File: config.mk
export PLATFORM = sky130hd
export DESIGN_NAME = div_rr_sched
export DESIGN_NICKNAME = d
export VERILOG_FILES = /design/src/rtl/div_pkg.sv /design/src/rtl/div_rr_arbiter.sv /design/src/rtl/div_sub.sv /design/src/rtl/div_rr_sched.sv
export SDC_FILE = /design/constraint.sdc
export NUM_CORES = 1
export LEC_CHECK = 0
export BUFFER_PORTS_ARGS = -buffer_cell sky130_fd_sc_hd__buf_2
export CAP_MARGIN = 20
export CORE_MARGIN = 8
export CORE_UTILIZATION = 57
export DETAILED_ROUTE_END_ITERATION = 8
export HOLD_SLACK_MARGIN = 0.03
export PLACE_DENSITY = 0.81
export SYNTH_ARGS = -nofsm -noshare
export SYNTH_HDL_FRONTEND = slang
export SYNTH_SLANG_ARGS = --single-unit
export TNS_END_PERCENT = 30
File: constraint.sdc
create_clock -name clk -period 8 [get_ports clk]
set_clock_uncertainty 0.05 [all_clocks]
set_input_delay 1.2 -clock clk [delete_from_list [all_inputs] [get_ports clk]]
set_output_delay 1.2 -clock clk [all_outputs]
set_load 0.005 [all_outputs]
File: src/rtl/div_pkg.sv
// Purpose: shared types and default sizing for the round-robin divider scheduler.
// Ports: none (package).
package div_pkg;

    localparam int unsigned DEF_WIDTH = 6;
    localparam int unsigned DEF_NREQ  = 2;

    typedef enum logic [1:0] {
        IDLE = 2'd0,
        CALC = 2'd1,
        DONE = 2'd2
    } state_t;

endpackage

File: src/rtl/div_rr_arbiter.sv
// Purpose: combinational round-robin grant, searching upward from rr_ptr with wrap.
// Ports:
//   i_req_valid  in   NREQ   per-requester valid
//   i_rr_ptr     in   ID_W   highest-priority requester index
//   o_gnt_vld    out  1      some requester is granted
//   o_gnt_id     out  ID_W   granted requester index
module div_rr_arbiter #(
    parameter int unsigned NREQ = 2,
    parameter int unsigned ID_W = 1
) (
    input  logic [NREQ-1:0] i_req_valid,
    input  logic [ID_W-1:0] i_rr_ptr,
    output logic            o_gnt_vld,
    output logic [ID_W-1:0] o_gnt_id
);

    // Walk offsets from the far end down so the nearest valid requester wins last.
    always_comb begin
        o_gnt_vld = 1'b0;
        o_gnt_id  = '0;
        for (int k = int'(NREQ) - 1; k >= 0; k--) begin
            int unsigned j;
            j = int'(i_rr_ptr) + k;
            if (j >= NREQ) begin
                j = j - NREQ;
            end
            if (i_req_valid[j]) begin
                o_gnt_vld = 1'b1;
                o_gnt_id  = ID_W'(j);
            end
        end
    end

endmodule

File: src/rtl/div_sub.sv
// Purpose: shared compare/subtract datapath; borrow set means b > a.
// Ports:
//   i_a       in   W   minuend (partial remainder)
//   i_b       in   W   subtrahend (shifted divisor)
//   o_diff    out  W   a - b
//   o_borrow  out  1   a < b
module div_sub #(
    parameter int unsigned W = 12
) (
    input  logic [W-1:0] i_a,
    input  logic [W-1:0] i_b,
    output logic [W-1:0] o_diff,
    output logic         o_borrow
);

    assign {o_borrow, o_diff} = {1'b0, i_a} - {1'b0, i_b};

endmodule

File: src/rtl/div_rr_sched.sv
// Purpose: round-robin scheduler sharing one restoring divider between NREQ requesters.
// Ports:
//   clk, rst   clock and synchronous active-high reset
//   req_valid  in   NREQ        per-requester request valid
//   req_ready  out  NREQ        one-hot accept strobe (IDLE only)
//   req_a/b    in   NREQ*WIDTH  packed dividends / divisors
//   rsp_valid  out  1           response valid
//   rsp_ready  in   1           response consumer ready
//   rsp_id     out  ID_W        requester being answered
//   rsp_q/r    out  WIDTH       quotient / remainder
//   rsp_dbz    out  1           divide-by-zero flag
module div_rr_sched
    import div_pkg::*;
#(
    parameter  int unsigned WIDTH = DEF_WIDTH,
    parameter  int unsigned NREQ  = DEF_NREQ,
    localparam int unsigned ID_W  = (NREQ > 1) ? $clog2(NREQ) : 1
) (
    input  logic                  clk,
    input  logic                  rst,
    input  logic [NREQ-1:0]       req_valid,
    output logic [NREQ-1:0]       req_ready,
    input  logic [NREQ*WIDTH-1:0] req_a,
    input  logic [NREQ*WIDTH-1:0] req_b,
    output logic                  rsp_valid,
    input  logic                  rsp_ready,
    output logic [ID_W-1:0]       rsp_id,
    output logic [WIDTH-1:0]      rsp_q,
    output logic [WIDTH-1:0]      rsp_r,
    output logic                  rsp_dbz
);

    localparam int unsigned W2    = 2 * WIDTH;
    localparam int unsigned IDX_W = (WIDTH > 1) ? $clog2(WIDTH) : 1;

    state_t            r_state, w_state_n;
    logic [ID_W-1:0]   r_rr_ptr, w_rr_ptr_n;
    logic [W2-1:0]     r_ra, w_ra_n;
    logic [W2-1:0]     r_rb, w_rb_n;
    logic [WIDTH-1:0]  r_q, w_q_n;
    logic [IDX_W-1:0]  r_idx, w_idx_n;
    logic [ID_W-1:0]   r_id, w_id_n;
    logic              r_dbz, w_dbz_n;
    logic              r_rsp_valid, w_rsp_valid_n;
    logic [ID_W-1:0]   r_rsp_id, w_rsp_id_n;
    logic [WIDTH-1:0]  r_rsp_q, w_rsp_q_n;
    logic [WIDTH-1:0]  r_rsp_r, w_rsp_r_n;
    logic              r_rsp_dbz, w_rsp_dbz_n;

    logic              w_gnt_vld;
    logic [ID_W-1:0]   w_gnt_id;
    logic [WIDTH-1:0]  w_a, w_b;
    logic [W2-1:0]     w_temp, w_diff;
    logic              w_borrow;

    div_rr_arbiter #(
        .NREQ (NREQ),
        .ID_W (ID_W)
    ) u_arb (
        .i_req_valid (req_valid),
        .i_rr_ptr    (r_rr_ptr),
        .o_gnt_vld   (w_gnt_vld),
        .o_gnt_id    (w_gnt_id)
    );

    // Divisor aligned to the quotient bit under test.
    assign w_temp = r_rb << r_idx;

    div_sub #(
        .W (W2)
    ) u_sub (
        .i_a      (r_ra),
        .i_b      (w_temp),
        .o_diff   (w_diff),
        .o_borrow (w_borrow)
    );

    // Operand mux for the granted requester.
    always_comb begin
        w_a = '0;
        w_b = '0;
        for (int unsigned i = 0; i < NREQ; i++) begin
            if (w_gnt_id == ID_W'(i)) begin
                w_a = req_a[i*WIDTH +: WIDTH];
                w_b = req_b[i*WIDTH +: WIDTH];
            end
        end
    end

    // Next-state and datapath update.
    always_comb begin
        w_state_n     = r_state;
        w_rr_ptr_n    = r_rr_ptr;
        w_ra_n        = r_ra;
        w_rb_n        = r_rb;
        w_q_n         = r_q;
        w_idx_n       = r_idx;
        w_id_n        = r_id;
        w_dbz_n       = r_dbz;
        w_rsp_valid_n = r_rsp_valid;
        w_rsp_id_n    = r_rsp_id;
        w_rsp_q_n     = r_rsp_q;
        w_rsp_r_n     = r_rsp_r;
        w_rsp_dbz_n   = r_rsp_dbz;
        req_ready     = '0;

        case (r_state)
            IDLE: begin
                if (w_gnt_vld && !rst) begin
                    req_ready = NREQ'(1) << w_gnt_id;
                    w_ra_n    = {{WIDTH{1'b0}}, w_a};
                    w_rb_n    = {{WIDTH{1'b0}}, w_b};
                    w_id_n    = w_gnt_id;
                    w_idx_n   = IDX_W'(WIDTH - 1);
                    if (w_b == '0) begin
                        // Remainder already holds a, which is the dbz result.
                        w_q_n     = '1;
                        w_dbz_n   = 1'b1;
                        w_state_n = DONE;
                    end else begin
                        w_q_n     = '0;
                        w_dbz_n   = 1'b0;
                        w_state_n = CALC;
                    end
                end
            end
            CALC: begin
                if (!w_borrow) begin
                    w_ra_n = w_diff;
                end
                // MSB-first: shift each new quotient bit in from the right.
                w_q_n = WIDTH'({r_q, ~w_borrow});
                if (r_idx == '0) begin
                    w_state_n = DONE;
                end else begin
                    w_idx_n = r_idx - 1'b1;
                end
            end
            DONE: begin
                if (!r_rsp_valid) begin
                    w_rsp_valid_n = 1'b1;
                    w_rsp_id_n    = r_id;
                    w_rsp_q_n     = r_q;
                    w_rsp_r_n     = r_ra[WIDTH-1:0];
                    w_rsp_dbz_n   = r_dbz;
                end else if (rsp_ready) begin
                    w_rsp_valid_n = 1'b0;
                    w_rr_ptr_n    = (r_id == ID_W'(NREQ - 1)) ? '0 : r_id + 1'b1;
                    w_state_n     = IDLE;
                end
            end
            default: begin
                w_state_n = IDLE;
            end
        endcase
    end

    // State and datapath registers.
    always_ff @(posedge clk) begin
        if (rst) begin
            r_state     <= IDLE;
            r_rr_ptr    <= '0;
            r_ra        <= '0;
            r_rb        <= '0;
            r_q         <= '0;
            r_idx       <= '0;
            r_id        <= '0;
            r_dbz       <= 1'b0;
            r_rsp_valid <= 1'b0;
            r_rsp_id    <= '0;
            r_rsp_q     <= '0;
            r_rsp_r     <= '0;
            r_rsp_dbz   <= 1'b0;
        end else begin
            r_state     <= w_state_n;
            r_rr_ptr    <= w_rr_ptr_n;
            r_ra        <= w_ra_n;
            r_rb        <= w_rb_n;
            r_q         <= w_q_n;
            r_idx       <= w_idx_n;
            r_id        <= w_id_n;
            r_dbz       <= w_dbz_n;
            r_rsp_valid <= w_rsp_valid_n;
            r_rsp_id    <= w_rsp_id_n;
            r_rsp_q     <= w_rsp_q_n;
            r_rsp_r     <= w_rsp_r_n;
            r_rsp_dbz   <= w_rsp_dbz_n;
        end
    end

    assign rsp_valid = r_rsp_valid;
    assign rsp_id    = r_rsp_id;
    assign rsp_q     = r_rsp_q;
    assign rsp_r     = r_rsp_r;
    assign rsp_dbz   = r_rsp_dbz;

endmodule
Word-level counts from Yosys, hierarchy flattened. Index checks and enable logic that the tools add are counted.

Bits in registers: 47.

Muxes and demuxes: 33. Bitwise operators: 2. Reduce and logical (&&, ||, !) cells: 13. $add $sub $neg: 6. Shifts and indexed selects: 2. $lt $le $gt $ge: 4. Equality and inequality tests: 8.

Operator list (count): $lt 32x2->1 const B (2); $mux 32 (2); $ge 32x2->1 const B (1); $sub 32x2->32 const B (1); $mux 12 (2); $mux 6 (4); $pmux 12 s2 (1); $mux 2 (7); $sub 12x12->13 (1); $mux 1 (12); $ne 2x2->1 const B (6); $pmux 6 s2 (1); $shl 6x3->12 (1); $reduce_and 3->1 (3); $logic_not 6->1 (1); $mux 3 (2); $pmux 2 s3 (1); $pmux 3 s2 (1); $reduce_and 2->1 (3); $reduce_and 4->1 (1); $logic_not 3->1 (1); $sub 1x2->3 const B (1); $sub 3x1->3 const B (1); $add 1x1->2 const B (1); other kinds (10) (11).

Longest topological paths before layout. Gate-level depths: netlist of run 1.

Depth after elaboration: 12. Gate-level depth with buffers: 14. Gate-level depth less buffers: 12.

Hierarchy. From an unflattened synthesis of run 1, not the netlist that was laid out.

Cells, all modules: 365. Area, all modules: 2944.1 um^2.

By module, submodules not included: div_rr_sched (area an instance 2258.4 um^2, instances 1, seq. area each 940.9 um^2, cells each 271); div_sub (area an instance 668.1 um^2, instances 1, seq. area each 0.0 um^2, cells each 91); div_rr_arbiter (area an instance 17.5 um^2, instances 1, seq. area each 0.0 um^2, cells each 3).

Worst setup path before layout of run 1. No wires, ideal clock.

Kind: input port to output port. Start point: input req_valid[0]. End point: output req_ready[0]. Stages on the path: 4. Path slack: 4907 ps. Data arrival time: 1843 ps. Path buffers: 1. Data required time: 6750 ps. Path through: inv_1 > o21ai_2 > buf_6 > and3_1.

Cells in the longest elaborated chain, start to end: 7. Elaborated cells on any way between the ends: 12. Classes of those cells: shift (1); mux (10); reduce/logical (1).

Ends and longest elaborated chain: start, declared (line div_rr_sched.sv:21) `input logic [NREQ-1:0] req_valid,`; $mux 1 (not written as such) (2 in a row) (line div_rr_arbiter.sv:27) `if (i_req_valid[j]) begin`; $mux 1 (2 in a row) (line div_rr_arbiter.sv:27); $shl 1x1->2 or $logic_and 1x1->1 (tied branches) (line div_rr_sched.sv:110, div_rr_sched.sv:109); $mux 2 (*) (line div_rr_sched.sv:109) `if (w_gnt_vld && !rst) begin`; $mux 2 (*) (line div_rr_sched.sv:107) `case (r_state)`; end, declared (line div_rr_sched.sv:22) `output logic [NREQ-1:0] req_ready,`.

Every way passes the cells marked *; elsewhere a longest branch is shown, timed or not. The select of a mux whose other input is x is not followed.

Worst setup path in the final report of run 1.
Start point: input rst. End point: output req_ready[1].

Cells in the longest elaborated chain, start to end: 4.

Ends and longest elaborated chain: start, declared (line div_rr_sched.sv:20) `input logic rst,`; $logic_not 1->1 (line div_rr_sched.sv:109); $logic_and 1x1->1 (line div_rr_sched.sv:109); $mux 2 (line div_rr_sched.sv:109); $mux 2 (line div_rr_sched.sv:107).

No other way between the ends.

==> results of run 1 <==
[cell type report]
type                            count  area (um2)
Fill cell                         416        1600
Multi-Input combinational cell    260        1640
Clock buffer                        5        68.8
Inverter                           10        37.5
Sequential cell                    47         941
Clock inverter                      3        47.5
Timing Repair Buffer               45         225
Tap cell                           54        67.6
[worst max-delay path, cell delays in order]
cell and delay, ps:
buf_2 620, o21bai_4 280, a21oi_4 110, nand2_4 170, nor2_1 90, buf_2 180
[metrics by stage]
step           instances  setup slack (ps)  utilization  total power [mW]  hold WS, ps
2_1_floorplan        334              4910            -             0.912          382
4_1_cts              424              4090        0.654              1.24          407
3_5_place_dp         416              4090        0.629              1.05          394
3_3_place_gp         416              4120        0.629              1.03          390
6_report             424              4070        0.654              1.24          405
5_1_grt              424              4000        0.654              1.34          421
[cell usage in the layout (no fill, tap or decap), types with 2 or more instances in the layout]
cell type   n
o211ai_1    8
clkbuf_8    5
a31o_2      2
a22oi_1     5
a211oi_1    3
a21oi_2     5
nor2b_1     3
mux2i_1    21
inv_1      10
or3_1       3
nor3_1      5
nand2_1    62
nand2b_1    4
mux2_2      2
a21o_1      4
o21ai_0    12
dfxtp_1    47
a21oi_1    46
buf_2      45
ha_1       14
xor2_1      6
nand3_1    15
and3_1      2
xnor2_1     4
a22o_1      2
a32o_1      2
nor2_1     18
[flip-flops by register name, indices dropped and copies added (netlist names)]
register   cells
r_ra          12
r_q            6
r_rb           6
rsp_q          6
rsp_r          6
r_idx          3
r_state        2
r_dbz          1
r_id           1
r_rr_ptr       1
rsp_dbz        1
rsp_id         1
rsp_valid      1
[kinds of logic (layout without fill, tap and decap cells)]
family | Yosys count | in the layout | share of synthesized area
buffers and inverters | 27 | 63 | 0.0422
multiplexers | 23 | 23 | 0.0863
AO/OA/AOI/OAI | 96 | 96 | 0.229
adder cells (fa/ha/maj) | 15 | 15 | 0.0724
AND/OR/NAND/NOR | 116 | 116 | 0.188
flip-flops | 47 | 47 | 0.349
XOR/XNOR | 10 | 10 | 0.0325
[how the worst max path moves through the flow]
stage                 startpoint      endpoint  slack, ps
detailed placement           rst  req_ready[1]       4090
CTS                          rst  req_ready[1]       4090
floorplan           req_valid[0]  req_ready[0]       4910
global placement             rst  req_ready[1]       4120
global route                 rst  req_ready[1]       4000
finish                       rst  req_ready[1]       4070
[routing by layer]
metal  GRT usage  routed length (um)  up-vias
li1            -                   -     1240
met1       0.208                2820     1138
met2       0.301                2920       66
met3      0.0517                 411        9
met4      0.0566                  85        0
met5           0                   0        -
[power groups by stage]
stage	registers (mW)	clock network (mW)	logic [mW]
2_1_floorplan	0.319	0	0.593
3_3_place_gp	0.344	0	0.684
3_5_place_dp	0.347	0	0.702
4_1_cts	0.342	0.188	0.710
5_1_grt	0.351	0.195	0.794
6_report	0.344	0.183	0.710
==> results.sh, run 1 <==
export IMPL_status="complete, no violations"
export IMPL_stdcell_area_um2=3030
export IMPL_ir_worst_vdd_mv=0.279
export IMPL_cts_tree="built"
export IMPL_synth_distinct_cells=41
export IMPL_syn_to_final_growth_pct=12.3
export IMPL_ys_flop_type="dfxtp_1"
export IMPL_start_util=0.582
export IMPL_p_sw_frac=0.464
export IMPL_power_density_nw_per_um2=408
export IMPL_synthCells=334
export IMPL_syn_nets=378
export IMPL_port_buffers=45
export IMPL_dp_hpwl_um=4630
export IMPL_ys_seq_area_frac=0.349
export IMPL_hold_depth=2
export IMPL_synth_edff_count=0
export IMPL_synth_avg_cell_area_um2=8.07
export IMPL_clk_latency_ps=310
export IMPL_regToRegStartpoint="r_idx[0]"
export IMPL_netlist_area_um2=2700
export IMPL_synth_seq_cells=47
export IMPL_numCtsBuffers=5
export IMPL_gp_congestion=0.851
export IMPL_p_clk_frac=0.148
export IMPL_hold_start="rsp_r[1]"
export IMPL_fmax_ghz=0.255
export IMPL_layout_worst_path_cycle_share=0.491
export IMPL_grt_ovfl_total=0
export IMPL_grt_pass1_vias=2373
export IMPL_diodes=0
export IMPL_drive_above_1_share=0.181
export IMPL_p_leak_nw=1.31
export IMPL_fp_dieW_um=84.8
export IMPL_grt_use_total=0.177
export IMPL_htreeDepth=2
export IMPL_postCtsSetupRepairBufs=0
export IMPL_yosysMostFrequentCell="nand2_1"
export IMPL_drv_cap=0
export IMPL_hold_path_endpoint="rsp_r[1]"
export IMPL_hold_viol=0
export IMPL_cts_hold_buf=0
export IMPL_relSlewSlack=0.352
export IMPL_async_flop_share=0
export IMPL_slew_viol_final=0
export IMPL_place_area_um2=2910
export IMPL_worst_r2r_endpoint="r_ra[11]"
export IMPL_yosys_warnings=0
export IMPL_reg2reg_slack_ps=4740
export IMPL_critPathKind="primary input to output port"
export IMPL_period_minus_slack_ps=3930
export IMPL_cp_arrival_ps=2680
export IMPL_synth_top_cells_by_count="nand2_1 (62), dfxtp_1 (47), a21oi_1 (46)"
export IMPL_grt_max_degree=42
export IMPL_drc=0
export IMPL_cts_root_buf="clkbuf_8"
export IMPL_cts_sinks=47
export IMPL_rsz0062_at_grt="no"
export IMPL_comb_power_share=0.574
export IMPL_synth_area_leader_cell="dfxtp_1"
export IMPL_seqPwrFrac=0.278
export IMPL_die_h_um=84.8
export IMPL_setup_violations=0
export IMPL_synth_area_top_cells="dfxtp_1 (35%), nand2_1 (8.6%), a21oi_1 (8.5%), mux2i_1 (7.8%), ha_1 (6.5%)"
export IMPL_cts_resized=0
export IMPL_wl_per_cell_um=14.7
export IMPL_nets=413
export IMPL_vias=2453
export IMPL_worst_ep_required_time_ps=6750
export IMPL_hold_path_class="flip-flop to flip-flop"
export IMPL_path_clk_slew_ps=90
export IMPL_vias_per_cell=5.79
export IMPL_p_switching_mw=0.574
export IMPL_fin_setup_tns_ps=0
export IMPL_cp_start_kind="primary input"
export IMPL_cp_end_kind="output port"
export IMPL_grt_pass1_wl_um=10500
export IMPL_ios=46
export IMPL_worstPathMaxFanout=41
export IMPL_ant_nets=0
export IMPL_max_clock_path_buffers=2
export IMPL_core_um2=4630
export IMPL_tightest_slew_ps=972
export IMPL_antenna_found_initial=0
export IMPL_drt_first_pass_iters=4
export IMPL_drtIter0Drc=131
export IMPL_p_int_mw=0.663
export IMPL_fp_row_count=25
export IMPL_dieArea_um2=7180
export IMPL_synth_top_area_share=0.349
export IMPL_reg2reg_depth=12
export IMPL_wirelength_um=6230
Note: power is estimated with default switching activity, not from simulation.
==> run 2, diff against run 1 <==
Settings changed: CORE_UTILIZATION 57 to 56, PLACE_DENSITY 0.81 to 0.8.
Clock period 8 ns to 3.9 ns, I/O delays scaled along.
==> run 2 against run 1 <==
Cell count increased by 0.24%. Final area increased by 0.25%. Sequential power increased by 100%. Utilization decreased by 0.71 points. Register-to-register slack got worse by 4000 ps. Via count decreased by 0.90%. Setup slack got worse by 3400 ps. Sequential share of layout area decreased by 0.077 points. Die area increased by 1.5%. Critical path type is now flip-flop to flip-flop. Critical endpoint is now r_ra[1].
==> results.sh, run 2 (synthesized netlist as in run 1, its figures left out) <==
export IMPL_status="complete, no violations"
export IMPL_dp_cells=417
export IMPL_critPathKind="flip-flop to flip-flop"
export IMPL_ios=46
export IMPL_p_total_mw=2.54
export IMPL_critPathSlowestCell="dfxtp_1"
export IMPL_fp_row_count=25
export IMPL_postLayoutSetupSlackWorst_ps=707
export IMPL_period_minus_slack_ps=3190
export IMPL_path_clk_slew_ps=90
export IMPL_critPathMaxStageDelay_ps=600
export IMPL_cts_hold_buf=0
export IMPL_grt_pass1_vias=2311
export IMPL_largest_register="r_ra"
export IMPL_drc=0
export IMPL_postCtsSetupRepairBufs=0
export IMPL_hold_slack_ps=404
export IMPL_slew_viol_final=0
export IMPL_drv_cap=0
export IMPL_fin_setup_tns_ps=0
export IMPL_core_um2=4690
export IMPL_vias_per_cell=5.72
export IMPL_hold_viol=0
export IMPL_cpMostUsedCell="a21oi_1"
export IMPL_ir_worst_vdd_mv=0.390
export IMPL_diodes=0
export IMPL_stdcell_count=425
export IMPL_relSlewSlack=0.378
export IMPL_cp_arrival_ps=3370
export IMPL_cts_sinks=47
export IMPL_antenna_found_initial=0
export IMPL_numCtsBuffers=5
export IMPL_ant_nets=0
export IMPL_worst_ep_required_time_ps=4080
export IMPL_drtIter0Drc=131
export IMPL_start_util=0.574
export IMPL_port_buffers=45
export IMPL_final_cell_mix="nand2_1 (62), dfxtp_1 (47), a21oi_1 (46)"
export IMPL_fp_dieW_um=85.4
export IMPL_htreeDepth=2
export IMPL_path_cells="mux2_2, nor2_1, a21oi_1, a21oi_1, ha_1, a21oi_1, o211ai_1, a31o_2, a31oi_2, nand2_1, a21oi_1"
export IMPL_hold_path_class="flip-flop to flip-flop"
export IMPL_drive_above_1_share=0.183
export IMPL_dieArea_um2=7290
export IMPL_grt_ovfl_total=0
export IMPL_tightest_slew_ps=931
export IMPL_cts_tree="built"
export IMPL_p_leak_nw=1.31
export IMPL_drt_first_pass_iters=4
export IMPL_post_place_ws_ps=793
export IMPL_clk_latency_ps=310
export IMPL_vias=2431
export IMPL_dp_hpwl_um=4600
export IMPL_syn_to_final_growth_pct=12.6
export IMPL_cp_start_kind="flip-flop"
export IMPL_grt_max_degree=42
export IMPL_largest_reg_flops=12
export IMPL_cts_resized=0
export IMPL_die_h_um=85.4
export IMPL_rsz0062_at_grt="no"
export IMPL_wirelength_um=6210
export IMPL_wl_per_cell_um=14.6
export IMPL_gp_congestion=0.929
export IMPL_hold_depth=2
export IMPL_nets=414
export IMPL_fmax_ghz=0.313
export IMPL_cts_root_buf="clkbuf_8"
export IMPL_max_clock_path_buffers=2
export IMPL_reg2reg_depth=11
export IMPL_mostFrequentLayoutCell="nand2_1"
export IMPL_worstPathMaxFanout=12
export IMPL_grt_pass1_wl_um=10400
export IMPL_cp_end_kind="flip-flop"
export IMPL_n_fill_cell=416
export IMPL_grt_use_total=0.175
export IMPL_setup_violations=0
export IMPL_power_density_nw_per_um2=836
export IMPL_layout_worst_path_cycle_share=0.819
-- run 2: cell types whose count changed in the layout (fill, tap and decap cells not counted), sizes merged --
cell,previous run,this run
buf,45,46
-- run 2: layout make-up --
| class | instances | area (um2) | share of cell area |
|---|---|---|---|
| Multi-Input combinational cell | 260 | 1640 | 0.540 |
| Sequential cell | 47 | 941 | 0.310 |
| Timing Repair Buffer | 46 | 233 | 0.0767 |
| Clock buffer | 5 | 68.8 | 0.0227 |
| Tap cell | 54 | 67.6 | 0.0223 |
| Clock inverter | 3 | 47.5 | 0.0157 |
| Inverter | 10 | 37.5 | 0.0124 |
-- run 2: metrics by stage --
stage	utilization	instance area [um2]
global placement	0.622	2920
global route	0.647	3040
floorplan	-	2700
detailed placement	0.622	2920
finish	0.647	3040
CTS	0.647	3040
-- run 2: power by group --
| group | internal (mW) | switching [mW] | leakage (nW) | total, mW |
|---|---|---|---|---|
| clock network | 0.194 | 0.176 | 0.0587 | 0.371 |
| registers | 0.580 | 0.122 | 0.383 | 0.702 |
| logic | 0.589 | 0.877 | 0.872 | 1.47 |
-- run 2: per-layer routing --
metal	part of all wire	track usage	wire length (um)	vias to the layer above
met3	0.058	0.0463	363	4
met4	0.012	0.0653	73	0
met2	0.47	0.288	2900	68
li1	-	-	-	1241
met1	0.46	0.214	2870	1118
met5	0	0	0	-
-- run 2: critical path, delay by kind of cell, from the launching register on --
family	cells	cell delay, ps
mux	1	400
simple gates	2	220
flops	1	600
fa+ha+maj	1	310
compound gates	7	1540
-- run 2: path summary, 6_finish.rpt --
kind | from | to | slack, ps
worst max register to register | r_idx[1] | r_ra[1] | 710
worst max-delay path | r_idx[1] | r_ra[1] | 710
worst min-delay path | rsp_q[3] | rsp_q[3] | 400
worst min register to register | rsp_q[3] | rsp_q[3] | 400
==> run 3, diff against run 2 <==
Settings changed: CORE_UTILIZATION 56 to 51, PLACE_DENSITY 0.8 to 0.76.
Clock period 3.9 ns to 2.8 ns, I/O delays scaled along.
==> run 3 against run 2 <==
Non-clock buffer count is 22 higher. Largest cell class unchanged. Critical endpoint is now r_ra[5]. Via count is 9.3% higher. Critical path depth is 1 higher. Clock power is 44% higher. Fmax is 16% higher. Final area is 8.9% higher. First-iteration DRC count is 24% higher.
==> results.sh, run 3 (synthesized netlist as in run 1, its figures left out) <==
export IMPL_cp_start_kind="flip-flop"
export IMPL_critPathSlowestCell="dfxtp_2"
export IMPL_cts_root_buf="clkbuf_8"
export IMPL_cp_arrival_ps=2940
export IMPL_stdcell_area_um2=3310
export IMPL_start_util=0.528
export IMPL_numCtsBuffers=5
export IMPL_fmax_ghz=0.362
export IMPL_fp_dieW_um=88.7
export IMPL_dp_hpwl_um=5130
export IMPL_grt_ovfl_total=0
export IMPL_largest_reg_flops=12
export IMPL_n_fill_cell=444
export IMPL_register_area_um2=943
export IMPL_worst_r2r_endpoint="r_ra[5]"
export IMPL_tightest_slew_ps=505
export IMPL_largest_register="r_ra"
export IMPL_antenna_found_initial=0
export IMPL_layout_worst_path_cycle_share=0.986
export IMPL_drt_first_pass_iters=4
export IMPL_p_leak_nw=1.44
export IMPL_fp_row_count=26
export IMPL_reg2reg_depth=12
export IMPL_top_usage_layer="met2"
export IMPL_max_clock_path_buffers=2
export IMPL_vias_per_cell=5.73
export IMPL_cts_hold_buf=0
export IMPL_critPathMaxStageDelay_ps=380
export IMPL_regToRegStartpoint="r_idx[1]"
export IMPL_worst_ep_required_time_ps=2980
export IMPL_use_met2=0.289
export IMPL_nets=437
export IMPL_wirelength_um=7080
export IMPL_cp_end_kind="flip-flop"
export IMPL_reg2reg_slack_ps=40
export IMPL_wl_per_cell_um=15.3
export IMPL_cts_sinks=47
export IMPL_place_area_um2=3070
export IMPL_grt_use_total=0.172
export IMPL_clk_latency_ps=300
export IMPL_ant_nets=0
export IMPL_slew_viol_final=0
export IMPL_worstPathMaxFanout=8
export IMPL_syn_to_final_growth_pct=22.7
export IMPL_setup_violations=0
export IMPL_power_density_nw_per_um2=1270
export IMPL_met3_usage=0.0427
export IMPL_final_cell_mix="nand2_1 (62), buf_2 (45), dfxtp_1 (45)"
export IMPL_port_buffers=45
export IMPL_multi_input_area_um2=1710
export IMPL_dieArea_um2=7870
export IMPL_grt_pass1_vias=2389
export IMPL_hold_start="req_b[7]"
export IMPL_cts_tree="built"
export IMPL_hold_path_class="primary input to flip-flop"
export IMPL_diodes=0
export IMPL_hold_path_endpoint="r_rb[1]"
export IMPL_path_cells="mux2_2, nor2_1, a21oi_2, a21oi_2, ha_1, a21oi_1, o211ai_1, a31o_4, a31oi_4, buf_6, nand2_1, a21oi_1"
export IMPL_drive_above_1_share=0.261
export IMPL_drv_cap=0
export IMPL_ios=46
export IMPL_relSlewSlack=0.663
export IMPL_die_h_um=88.7
export IMPL_ir_worst_vdd_mv=0.572
export IMPL_htreeDepth=2
export IMPL_hold_slack_ps=356
export IMPL_drtIter0Drc=163
export IMPL_grt_max_degree=41
export IMPL_met1_usage=0.205
export IMPL_hold_viol=0
export IMPL_grt_pass1_wl_um=10700
export IMPL_core_um2=5110
export IMPL_critPathLaunch="r_idx[1]"
export IMPL_mostFrequentLayoutCell="nand2_1"
export IMPL_hold_depth=3
export IMPL_critPathKind="flip-flop to flip-flop"
export IMPL_drc=0
export IMPL_path_clk_slew_ps=90
export IMPL_gp_congestion=0.997
export IMPL_status="complete, no violations"
export IMPL_vias=2657
export IMPL_period_minus_slack_ps=2760
==> run 3: cell count changes in the layout (fill, tap and decap cells not counted), sizes merged <==
| cell | change |
|---|---|
| clkbuf | +1 |
| buf | +22 |
| a31o | +1 |
| clkinv | -1 |
==> run 3: repair_timing <==
item                                    4_1_cts  5_1_grt
endpoints found under the setup margin        4       13
resized for setup                             2       18
cloned                                        0        1
buffers inserted                              0        4
pin swaps                                     0        4
==> run 3: worst max path at each step <==
| stage | to | slack (ps) | cells past startpoint |
|---|---|---|---|
| global route | r_ra[5] | -120 | 12 |
| global placement | r_ra[11] | 60 | 11 |
| floorplan | r_ra[1] | 30 | 14 |
| CTS | r_ra[5] | 50 | 10 |
| finish | r_ra[5] | 40 | 12 |
| detailed placement | r_ra[9] | 20 | 11 |
==> run 3: critical path, delay by kind of cell, from the launching register on <==
kind / cells / cell delay [ps]
buffers and inverters: 1 / 160
multiplexers: 1 / 350
AO/OA/AOI/OAI: 7 / 1260
adder cells (fa/ha/maj): 1 / 300
AND/OR/NAND/NOR: 2 / 180
flip-flops: 1 / 380
==> run 3: stage by stage <==
| stage | std cells | TNS, ps | utilization | worst slack (ps) | power, mW |
|---|---|---|---|---|---|
| final | 464 | 0 | 0.647 | 39.3 | 4.19 |
| after global routing | 464 | -1100 | 0.647 | -124 | 4.47 |
| after CTS | 459 | 0 | 0.626 | 49.7 | 3.82 |
| after detailed placement | 451 | 0 | 0.602 | 16.6 | 3.27 |
| after global placement | 451 | 0 | 0.602 | 64.3 | 3.21 |
| after floorplan | 334 | 0 | - | 27.5 | 2.61 |
==> run 3: layer usage <==
| layer | share of wire | wire (um) |
|---|---|---|
| met1 | 0.43 | 3060 |
| met2 | 0.47 | 3340 |
| met3 | 0.075 | 532 |
| met4 | 0.021 | 150 |
| met5 | 0 | 0 |
==> run 3: final cells by class <==
class | instances | area share
multi-input cells | 261 | 0.519
flip-flops and latches | 47 | 0.285
inverters | 10 | 0.0114
clock inverters | 2 | 0.0117
repair buffers | 68 | 0.121
well taps | 70 | 0.0265
clock buffers | 6 | 0.0250
==> run 3: power breakdown <==
group / internal (mW) / total [mW] / switching (mW)
clock: 0.294 / 0.534 / 0.240
sequential: 0.811 / 0.951 / 0.141
combinational: 1.19 / 2.71 / 1.51
